==> src/rtl/req_arbiter4_pkg.sv <==
`default_nettype none
// ============================================================================
// req_arbiter4_pkg : shared state encodings, mode constants and helpers
// Revision: 1.0
// ============================================================================
package req_arbiter4_pkg;

    typedef enum logic [1:0] {
        ST_IDLE    = 2'd0,
        ST_GRANT   = 2'd1,
        ST_RELEASE = 2'd2
    } arb_state_e;

    localparam logic MODE_FIXED = 1'b0;
    localparam logic MODE_RR    = 1'b1;

    function automatic logic [3:0] idx_to_onehot(input logic [1:0] idx);
        return 4'b0001 << idx;
    endfunction

endpackage
`default_nettype wire

==> src/rtl/req_arbiter4_if.sv <==
`default_nettype none
// ============================================================================
// req_arbiter4_if : request/grant bundle between requesters and the arbiter
// Revision: 1.0
// ============================================================================
interface req_arbiter4_if;

    logic [3:0] req;
    logic       mode;
    logic [3:0] gnt;
    logic [1:0] gnt_idx;
    logic       gnt_valid;
    logic       timeout;

    modport master (
        output req,
        output mode,
        input  gnt,
        input  gnt_idx,
        input  gnt_valid,
        input  timeout
    );

    modport slave (
        input  req,
        input  mode,
        output gnt,
        output gnt_idx,
        output gnt_valid,
        output timeout
    );

endinterface
`default_nettype wire

==> src/rtl/req_pri_enc4.sv <==
`default_nettype none
// ============================================================================
// req_pri_enc4 : 4-bit priority encoder, highest set bit wins
// Revision: 1.0
// ============================================================================
module req_pri_enc4
    import req_arbiter4_pkg::*;
(
    input  logic [3:0] req_i,
    output logic [1:0] idx_o,
    output logic       any_o
);

    always_comb begin
        idx_o = 2'd0;
        if (req_i[3]) begin
            idx_o = 2'd3;
        end else if (req_i[2]) begin
            idx_o = 2'd2;
        end else if (req_i[1]) begin
            idx_o = 2'd1;
        end
    end

    assign any_o = |req_i;

endmodule
`default_nettype wire

==> src/rtl/req_arbiter4.sv <==
`default_nettype none
// ============================================================================
// req_arbiter4 : 4-way fixed-priority / round-robin arbiter with hold timeout
// Revision: 1.0
// ============================================================================
module req_arbiter4
    import req_arbiter4_pkg::*;
#(
    parameter int MAX_HOLD = 16,
    parameter int CNT_W    = 4
) (
    input  logic          clk,
    input  logic          rst_n,
    req_arbiter4_if.slave arb_if
);

    localparam logic [CNT_W-1:0] c_HOLD_LAST = CNT_W'(MAX_HOLD - 1);

    arb_state_e       state_q, state_d;
    logic [3:0]       gnt_q, gnt_d;
    logic [1:0]       idx_q, idx_d;
    logic             valid_q, valid_d;
    logic             timeout_q, timeout_d;
    logic [CNT_W-1:0] cnt_q, cnt_d;
    logic [1:0]       ptr_q, ptr_d;

    logic       w_rr_sel;
    logic [3:0] w_mask;
    logic [3:0] w_req_m;
    logic [3:0] w_rr_vec;
    logic [3:0] w_enc_in;
    logic [1:0] w_enc_idx;
    logic       w_enc_any;
    logic [1:0] w_win_idx;

    assign w_rr_sel = (arb_if.mode == MODE_RR);

    // A requester that just timed out sits out the arbitration in RELEASE only.
    assign w_mask  = (state_q == ST_RELEASE && timeout_q) ? idx_to_onehot(idx_q) : 4'b0000;
    assign w_req_m = arb_if.req & ~w_mask;

    // Pointer position lands on bit 3 so the highest-wins encoder scans upward from it.
    assign w_rr_vec = {w_req_m[ptr_q],
                       w_req_m[ptr_q + 2'd1],
                       w_req_m[ptr_q + 2'd2],
                       w_req_m[ptr_q + 2'd3]};

    assign w_enc_in = w_rr_sel ? w_rr_vec : w_req_m;

    req_pri_enc4 u_pri_enc (
        .req_i (w_enc_in),
        .idx_o (w_enc_idx),
        .any_o (w_enc_any)
    );

    assign w_win_idx = w_rr_sel ? (ptr_q + ~w_enc_idx) : w_enc_idx;

    always_comb begin
        state_d   = state_q;
        gnt_d     = gnt_q;
        idx_d     = idx_q;
        valid_d   = valid_q;
        timeout_d = 1'b0;
        cnt_d     = cnt_q;
        ptr_d     = ptr_q;

        case (state_q)
            ST_IDLE, ST_RELEASE: begin
                if (w_enc_any) begin
                    state_d = ST_GRANT;
                    gnt_d   = idx_to_onehot(w_win_idx);
                    idx_d   = w_win_idx;
                    valid_d = 1'b1;
                    cnt_d   = '0;
                end else begin
                    state_d = ST_IDLE;
                end
            end
            ST_GRANT: begin
                if (!arb_if.req[idx_q] || cnt_q == c_HOLD_LAST) begin
                    state_d   = ST_RELEASE;
                    gnt_d     = 4'b0000;
                    valid_d   = 1'b0;
                    ptr_d     = idx_q + 2'd1;
                    timeout_d = arb_if.req[idx_q];
                end else begin
                    cnt_d = cnt_q + CNT_W'(1);
                end
            end
            default: begin
                state_d = ST_IDLE;
                gnt_d   = 4'b0000;
                valid_d = 1'b0;
            end
        endcase
    end

    always_ff @(posedge clk or negedge rst_n) begin
        if (!rst_n) begin
            state_q   <= ST_IDLE;
            gnt_q     <= 4'b0000;
            idx_q     <= 2'd0;
            valid_q   <= 1'b0;
            timeout_q <= 1'b0;
            cnt_q     <= '0;
            ptr_q     <= 2'd0;
        end else begin
            state_q   <= state_d;
            gnt_q     <= gnt_d;
            idx_q     <= idx_d;
            valid_q   <= valid_d;
            timeout_q <= timeout_d;
            cnt_q     <= cnt_d;
            ptr_q     <= ptr_d;
        end
    end

    assign arb_if.gnt       = gnt_q;
    assign arb_if.gnt_idx   = idx_q;
    assign arb_if.gnt_valid = valid_q;
    assign arb_if.timeout   = timeout_q;

endmodule
`default_nettype wire
==> src/flat_wrapper.sv <==
// flat-port wrapper written by rule: the top's interface ports become plain ports
module req_arbiter4_flat import req_arbiter4_pkg::*;
#(
    parameter int MAX_HOLD = 16,
    parameter int CNT_W    = 4
)
  (clk, rst_n, arb_if_req, arb_if_mode, arb_if_gnt, arb_if_gnt_idx, arb_if_gnt_valid, arb_if_timeout);
  req_arbiter4_if arb_if_i ();
  input  logic clk;
  input  logic rst_n;
  input wire logic [$bits(arb_if_i.req)-1:0] arb_if_req;
  input wire logic [$bits(arb_if_i.mode)-1:0] arb_if_mode;
  output wire logic [$bits(arb_if_i.gnt)-1:0] arb_if_gnt;
  output wire logic [$bits(arb_if_i.gnt_idx)-1:0] arb_if_gnt_idx;
  output wire logic [$bits(arb_if_i.gnt_valid)-1:0] arb_if_gnt_valid;
  output wire logic [$bits(arb_if_i.timeout)-1:0] arb_if_timeout;
  assign arb_if_i.req = arb_if_req;
  assign arb_if_i.mode = arb_if_mode;
  assign arb_if_gnt = arb_if_i.gnt;
  assign arb_if_gnt_idx = arb_if_i.gnt_idx;
  assign arb_if_gnt_valid = arb_if_i.gnt_valid;
  assign arb_if_timeout = arb_if_i.timeout;
  req_arbiter4 #(.MAX_HOLD(MAX_HOLD), .CNT_W(CNT_W)) u_core (.clk(clk), .rst_n(rst_n), .arb_if(arb_if_i));
endmodule
==> config.mk <==
export PLATFORM = sky130hd
export DESIGN_NAME = req_arbiter4_flat
export DESIGN_NICKNAME = d
export VERILOG_FILES = /design/src/rtl/req_arbiter4_pkg.sv /design/src/rtl/req_arbiter4_if.sv /design/src/rtl/req_pri_enc4.sv /design/src/rtl/req_arbiter4.sv /design/src/flat_wrapper.sv
export SDC_FILE = /design/constraint.sdc
export NUM_CORES = 1
export LEC_CHECK = 0
export ABC_AREA = 1
export CAP_MARGIN = 10
export CORE_ASPECT_RATIO = 1.5
export CORE_UTILIZATION = 43
export CTS_CLUSTER_DIAMETER = 120
export DETAILED_ROUTE_END_ITERATION = 10
export GPL_TIMING_DRIVEN = 0
export PLACE_DENSITY = 0.65
export SLEW_MARGIN = 20
export SYNTH_ARGS = -nofsm -noshare
export SYNTH_HDL_FRONTEND = slang
export SYNTH_SLANG_ARGS = --single-unit
==> constraint.sdc <==
create_clock -name clk -period 2.6 [get_ports clk]
set_input_delay 0.52 -clock clk [delete_from_list [all_inputs] [get_ports clk]]
set_output_delay 0.52 -clock clk [all_outputs]
set_load 0.02 [all_outputs]
## Word level (Yosys, flattened, before mapping)

Index checks and enable logic that the tools add are counted.

| word-level totals | value |
|---|---|
| bits in registers | 16 |
| input port bits | 7 |
| output and inout port bits | 8 |
| logic and storage cells | 70 |

| cells by class | value |
|---|---|
| add/subtract/negate cells | 6 |
| order comparisons | 5 |
| equal/unequal tests | 6 |
| shift operators | 2 |
| multiplexer cells | 30 |
| bitwise logic cells | 3 |
| reductions and logical operators | 11 |

Operator list:

| kind | number |
|---|---|
| 4-bit two-way mux | 6 |
| 4-bit case mux with 2 select lines | 2 |
| 2-bit by 3-bit < comparator with 1-bit output, second input constant | 5 |
| 1-bit two-way mux | 11 |
| 1-bit binary-select mux with 2-bit select | 5 |
| 2-bit two-way mux | 4 |
| 1-bit by 2-bit left shift with 4-bit output, first input constant | 2 |
| 2-bit AND reduction | 3 |
| 2-bit by 1-bit adder with 2-bit output, second input constant | 2 |
| 2-bit adder, second input constant | 2 |
| 4-bit by 1-bit adder with 4-bit output, second input constant | 1 |
| 4-bit bitwise AND | 1 |
| 4-bit == test, second input constant | 1 |
| 2-bit inequality test, second input constant | 2 |
| 4-bit inverter | 1 |
| 2-bit case mux with 2 select lines | 1 |
| 4-bit OR reduction | 1 |
| 3-bit AND reduction | 1 |
| 2-bit adder | 1 |
| 2-bit by 1-bit == test with 1-bit output, second input constant | 1 |
| 2-bit == test, second input constant | 1 |
| 2-bit zero test | 1 |
| 2-bit by 1-bit inequality test with 1-bit output, second input constant | 1 |
| 2-bit inverter | 1 |
| 6 further kinds | 6 |

## Depth between registers and ports, before layout

| logic depth | value |
|---|---|
| depth in word-level cells | 17 |
| mapped depth | 20 |
| mapped depth without buffers | 20 |

## Modules after synthesis

From an unflattened synthesis, not the netlist that was laid out.

| second synthesis, totals | value |
|---|---|
| cell total of the unflattened synthesis | 144 |
| area, all modules | 1,076.0 µm² |

By module, submodules not included:

| module | instances | cells each | area an instance (µm²) | seq. area each (µm²) |
|---|---|---|---|---|
| req_arbiter4 | 1 | 136 | 1,043.5 | 400.4 |
| req_pri_enc4 | 1 | 8 | 32.5 | 0.0 |

## Worst setup path before layout

Ideal clock, no wire load.

| timing path | value |
|---|---|
| kind | register to register |
| from | reg u_core.idx_q[0] (netlist: u_core.arb_if.gnt_idx[0]) |
| to | reg u_core.gnt_q[0] (netlist: u_core.arb_if.gnt[0]) |
| setup time | 0.065 ns |
| arrival time | 2.283 ns |
| required time | 2.535 ns |
| slack | 0.251 ns |
| cell stages (with the launch flop) | 17 |
| buffers on the path | 0 |
| period minus slack after synthesis | 2.349 ns |
| cell sequence | dfrtp_1 inv_1 ha_1 nand4_1 nand3_1 nand2_1 nand2_2 nand3_2 nand2_2 nand2_1 nand2_1 inv_1 ha_1 or2_2 nand2_1 nand3_1 nand2_1 |

| between the ends | value |
|---|---|
| longest elaborated chain between the ends | 16 |

RTL lines:

| what | line | RTL |
|---|---|---|
| start: declaration | req_arbiter4.sv:21 | `logic [1:0] idx_q, idx_d;` |
| start signal: assignment | req_arbiter4.sv:110 | `idx_q <= idx_d;` |
| 1-bit by 2-bit left shift with 4-bit output | req_arbiter4_pkg.sv:18 | `return 4'b0001 << idx;` |
| 4-bit two-way mux | req_arbiter4.sv:39 | `assign w_mask = (state_q == ST_RELEASE && timeout_q) ? idx_to_onehot(idx_q) : 4'b0000;` |
| 4-bit inverter | req_arbiter4.sv:40 | `assign w_req_m = arb_if.req & ~w_mask;` |
| 4-bit bitwise AND | req_arbiter4.sv:40 |  |
| 1-bit binary-select mux with 2-bit select | req_arbiter4.sv:45 | `w_req_m[ptr_q + 2'd2],` |
| 1-bit two-way mux (not written as such) | req_arbiter4.sv:45 |  |
| 4-bit two-way mux | req_arbiter4.sv:48 | `assign w_enc_in = w_rr_sel ? w_rr_vec : w_req_m;` |
| 1-bit two-way mux | req_pri_enc4.sv:20 | `end else if (req_i[1]) begin` |
| 2-bit two-way mux | req_pri_enc4.sv:18 | `end else if (req_i[2]) begin` |
| 2-bit two-way mux | req_pri_enc4.sv:16 | `if (req_i[3]) begin` |
| 2-bit inverter | req_arbiter4.sv:56 | `assign w_win_idx = w_rr_sel ? (ptr_q + ~w_enc_idx) : w_enc_idx;` |
| 2-bit adder | req_arbiter4.sv:56 |  |
| 2-bit two-way mux | req_arbiter4.sv:56 |  |
| 1-bit by 2-bit left shift with 4-bit output | req_arbiter4_pkg.sv:18 |  |
| 4-bit two-way mux | req_arbiter4.sv:69 | `if (w_enc_any) begin` |
| 4-bit case mux with 2 select lines | req_arbiter4.sv:67 | `case (state_q)` |
| end signal: assignment | req_arbiter4.sv:109 | `gnt_q <= gnt_d;` |
| end: declaration | req_arbiter4.sv:20 | `logic [3:0] gnt_q, gnt_d;` |

Parallel ways exist; a longest one is shown, timed or not. The select of a mux whose other input is x is not followed.
A chain may end at the register's enable or synchronous reset.

## Worst setup path in the final report

| timing path | value |
|---|---|
| from | reg u_core.idx_q[0] (netlist: u_core.arb_if.gnt_idx[0]) |
| to | reg u_core.gnt_q[2] (netlist: u_core.arb_if.gnt[2]) |

Same word-level chain as after synthesis.

==> impl_metrics.py <==
metrics = {
    "critical_path": {
        "cp_slowest_stage_delay_ns": 0.46,
        "crit_chain": "inv_2 > ha_1 > nand4_1 > nand3_2 > nand2_1 > nand2_2 > nand3_2 > nand2_2 > nand2_2 > nand2_1 > inv_1 > ha_1 > a21oi_1 > o21ai_1 > inv_1 > nand2_1 > nand2_2 > nor2_2 > nand2_1 > nand2_1",
        "start_kind": "flip-flop",
        "end_kind": "flip-flop",
        "r2r_cells": 20,
        "cp_data_required_time_ns": 2.75,
        "arrival_ns": 2.61,
        "r2r_slack_ns": 0.13,
        "crit_type": "reg2reg",
        "worst_path_max_delay_cell": "dfrtp_2",
        "crit_top_cell": "nand2_1",
        "r2r-end": "u_core.arb_if.gnt[2]$_DFFE_PN0P_",
        "critPathMaxFanout": 7,
        "timing.rr.start": "u_core.arb_if.gnt_idx[0]$_DFFE_PN0P_",
    },
    "clocking": {
        "clock_sinks": 16,
        "clock_path_buffers": 2,
        "cts_inserted_buffers": 3,
        "cts.reportedPaths.clkPinSlew_ns": 0.06,
        "cts_tree": "built",
        "postCtsHoldBufs": 0,
        "cts_max_level": 1,
        "clock_latency_ns": 0.25,
        "cts_root_buf": "clkbuf_8",
    },
    "drt": {
        "drt-total-wl_um": 3020,
        "vias_per_cell": 5.09,
        "firstDrtPassIters": 5,
        "drt_iter0_markers": 36,
        "drc": 0,
        "vias": 1212,
        "final_antenna_net_count": 0,
        "wire_per_inst_um": 12.7,
    },
    "worst_hold_path": {
        "worstHoldStart": "u_core.arb_if.gnt[3]$_DFFE_PN0P_",
        "hold_end": "u_core.arb_if.gnt[3]$_DFFE_PN0P_",
        "hold_depth": 2,
        "hold_path.class": "reg2reg",
    },
    "global_routing": {
        "antenna_found_initial": 0,
        "grt_max_degree": 17,
        "grt_pass1_vias": 1130,
        "grt_pass1_wl_um": 4620,
        "grt_overflow_total": 0,
        "grt_usage_pct": 21.1,
    },
    "floorplanning": {
        "die-area_um2": 3030,
        "die_y_um": 67.0,
        "rows": 23,
        "pin_count": 15,
        "die_w_um": 45.3,
        "initial_core_util_pct": 45.2,
        "core-area_um2": 2680,
    },
    "sta": {
        "fmax_mhz": 405,
        "hold_violations": 0,
        "report.final.slew_viol_count": 0,
        "fin_crit_ns": 2.47,
        "relSlewSlack_pct": 52.3,
        "finalSetupViolations": 0,
        "setup_ws_ns": 0.133,
        "skew_ns": 0.00317,
        "worstMarginPinSlew_ns": 0.713,
        "fin_crit_sh_pct": 94.9,
    },
    "synth": {
        "yosysWarnings": 0,
        "syn_avg_cell_area_um2": 6.95,
        "ys_types": 22,
        "synth_edf_count": 0,
        "syn_inst": 174,
        "yosysTopAreaCellShare_pct": 33.1,
        "postSynth.asyncResetShare_pct": 100,
        "yosysMostFrequentCell": "nand2_1",
        "synth_ff_type": "dfrtp_1",
        "synth_nets": 187,
        "synth.area.top_cells": "dfrtp_1, nand2_1, nand3_1, ha_1, nand2_2",
        "synth_top_area_cell": "dfrtp_1",
        "synth_area_um2": 1210,
        "synthTopCellsByCount": "nand2_1, nand3_1, dfrtp_1",
        "ys_seq_area_share_pct": 33.1,
        "synth-seq-cells": 16,
    },
    "flow_run": {
        "maxCapViolations": 0,
    },
    "cells_and_area": {
        "n_antenna_cell": 0,
        "drive_gt1_share_pct": 22.9,
        "fin_cells": 238,
        "area_delta_synth_final_pct": 27.2,
        "nNetsFinal": 215,
        "final_util_pct": 57.5,
    },
    "power_and_ir_drop": {
        "p_per_area_nw_per_um2": 1150,
        "ir_worst_vdd_mv": 0.713,
        "power_mw": 1.77,
        "p_leak_nw": 0.789,
    },
    "placed_design": {
        "dp_cells": 224,
        "hpwl_um": 2230,
        "portBuffers": 13,
        "preCtsSetupSlack_ns": -0.0896,
        "place_congestion": 0.879,
    },
    "outcome": {
        "status": "finished clean",
    },
}
## metrics by stage
step | hold slack (ns) | setup TNS, ns | instance area (µm²)
4_1_cts | 0.483 | 0 | 1440
3_5_place_dp | 0.465 | -0.380 | 1390
5_1_grt | 0.494 | -0.0320 | 1540
3_3_place_gp | 0.459 | -0.0585 | 1390
2_1_floorplan | 0.224 | 0 | 1210
6_report | 0.480 | 0 | 1540
## placed cells by master, fill, tap and decap left out
cell type	n
a21oi_1	2
buf_2	2
buf_4	11
clkbuf_8	4
clkdlybuf4s50_1	13
dfrtp_1	14
dfrtp_2	2
ha_1	6
inv_1	8
inv_2	5
nand2_1	58
nand2_2	9
nand2_4	3
nand3_1	28
nand3_2	5
nand4_1	4
nor2_1	11
nor2_2	2
nor3b_1	1
nor4_1	1
o21ai_0	7
o21ai_1	1
o21ai_4	1
o22a_1	1
or2_2	1
xor2_2	1
## how the worst max path moves through the flow
stage | start | endpoint | slack [ns] | cells after the start
after floorplan | u_core.arb_if.gnt_idx[0]$_DFFE_PN0P_ | u_core.arb_if.gnt[0]$_DFFE_PN0P_ | 0.25 | 16
after global placement | arb_if_req[3] | u_core.arb_if.gnt[2]$_DFFE_PN0P_ | -0.02 | 17
after detailed placement | arb_if_req[3] | u_core.arb_if.gnt[2]$_DFFE_PN0P_ | -0.09 | 17
after CTS | u_core.arb_if.gnt_idx[0]$_DFFE_PN0P_ | u_core.arb_if.gnt[2]$_DFFE_PN0P_ | 0.007 | 19
after global routing | u_core.arb_if.gnt_idx[0]$_DFFE_PN0P_ | u_core.arb_if.gnt[2]$_DFFE_PN0P_ | -0.02 | 19
final | u_core.arb_if.gnt_idx[0]$_DFFE_PN0P_ | u_core.arb_if.gnt[2]$_DFFE_PN0P_ | 0.13 | 20
## worst max-delay path: cells and delay by family (launching register included)
kind	cells	cell delay, ns
AO/OA/AOI/OAI	2	0.23
AND/OR/NAND/NOR	13	1.12
buffers and inverters	3	0.21
flip-flops	1	0.46
adder cells (fa/ha/maj)	2	0.34
## sequential cells by signal, indices dropped and copies added, names as in the netlist
name,flops
u_core.arb_if.gnt,4
u_core.arb_if.gnt_idx,2
u_core.arb_if.gnt_valid,1
u_core.arb_if.timeout,1
u_core.cnt_q,4
u_core.ptr_q,2
u_core.state_q,2
## metal layers
metal	track usage, %	vias to the layer above	wire (µm)
met5	0	-	0
met2	41.1	26	1700
met3	1.90	8	58
li1	-	621	-
met1	21.0	557	1200
met4	9.85	0	61
## cell type report
| type | count | area (µm²) |
|---|---|---|
| Fill cell | 279 | 1140 |
| Multi-Input combinational cell | 142 | 763 |
| Sequential cell | 16 | 403 |
| Timing Repair Buffer | 23 | 205 |
| Clock buffer | 4 | 55.1 |
| Inverter | 13 | 48.8 |
| Tap cell | 37 | 46.3 |
| Buffer | 3 | 17.5 |
## cell families (layout without fill, tap and decap cells)
| kind of cell | after synthesis | after routing | synth area share [%] |
|---|---|---|---|
| XOR/XNOR | 1 | 1 | 1.34 |
| buffers and inverters | 16 | 43 | 5.48 |
| AO/OA/AOI/OAI | 12 | 12 | 6.21 |
| adder cells (fa/ha/maj) | 6 | 6 | 6.20 |
| flip-flops | 16 | 16 | 33.1 |
| AND/OR/NAND/NOR | 123 | 123 | 47.7 |
## report_power, final
part | total [mW] | internal [mW] | switching (mW)
registers | 0.447 | 0.351 | 0.0956
logic | 1.10 | 0.435 | 0.662
clock network | 0.221 | 0.134 | 0.0869
## repair_timing
item / 4_1_cts / 5_1_grt
hold endpoints to repair: 0 / 0
setup endpoints to repair: 3 / 6
gates resized for setup: 1 / 9
pin swaps: 0 / 9
setup buffers: 0 / 10
(Power assumes the default switching activity.)
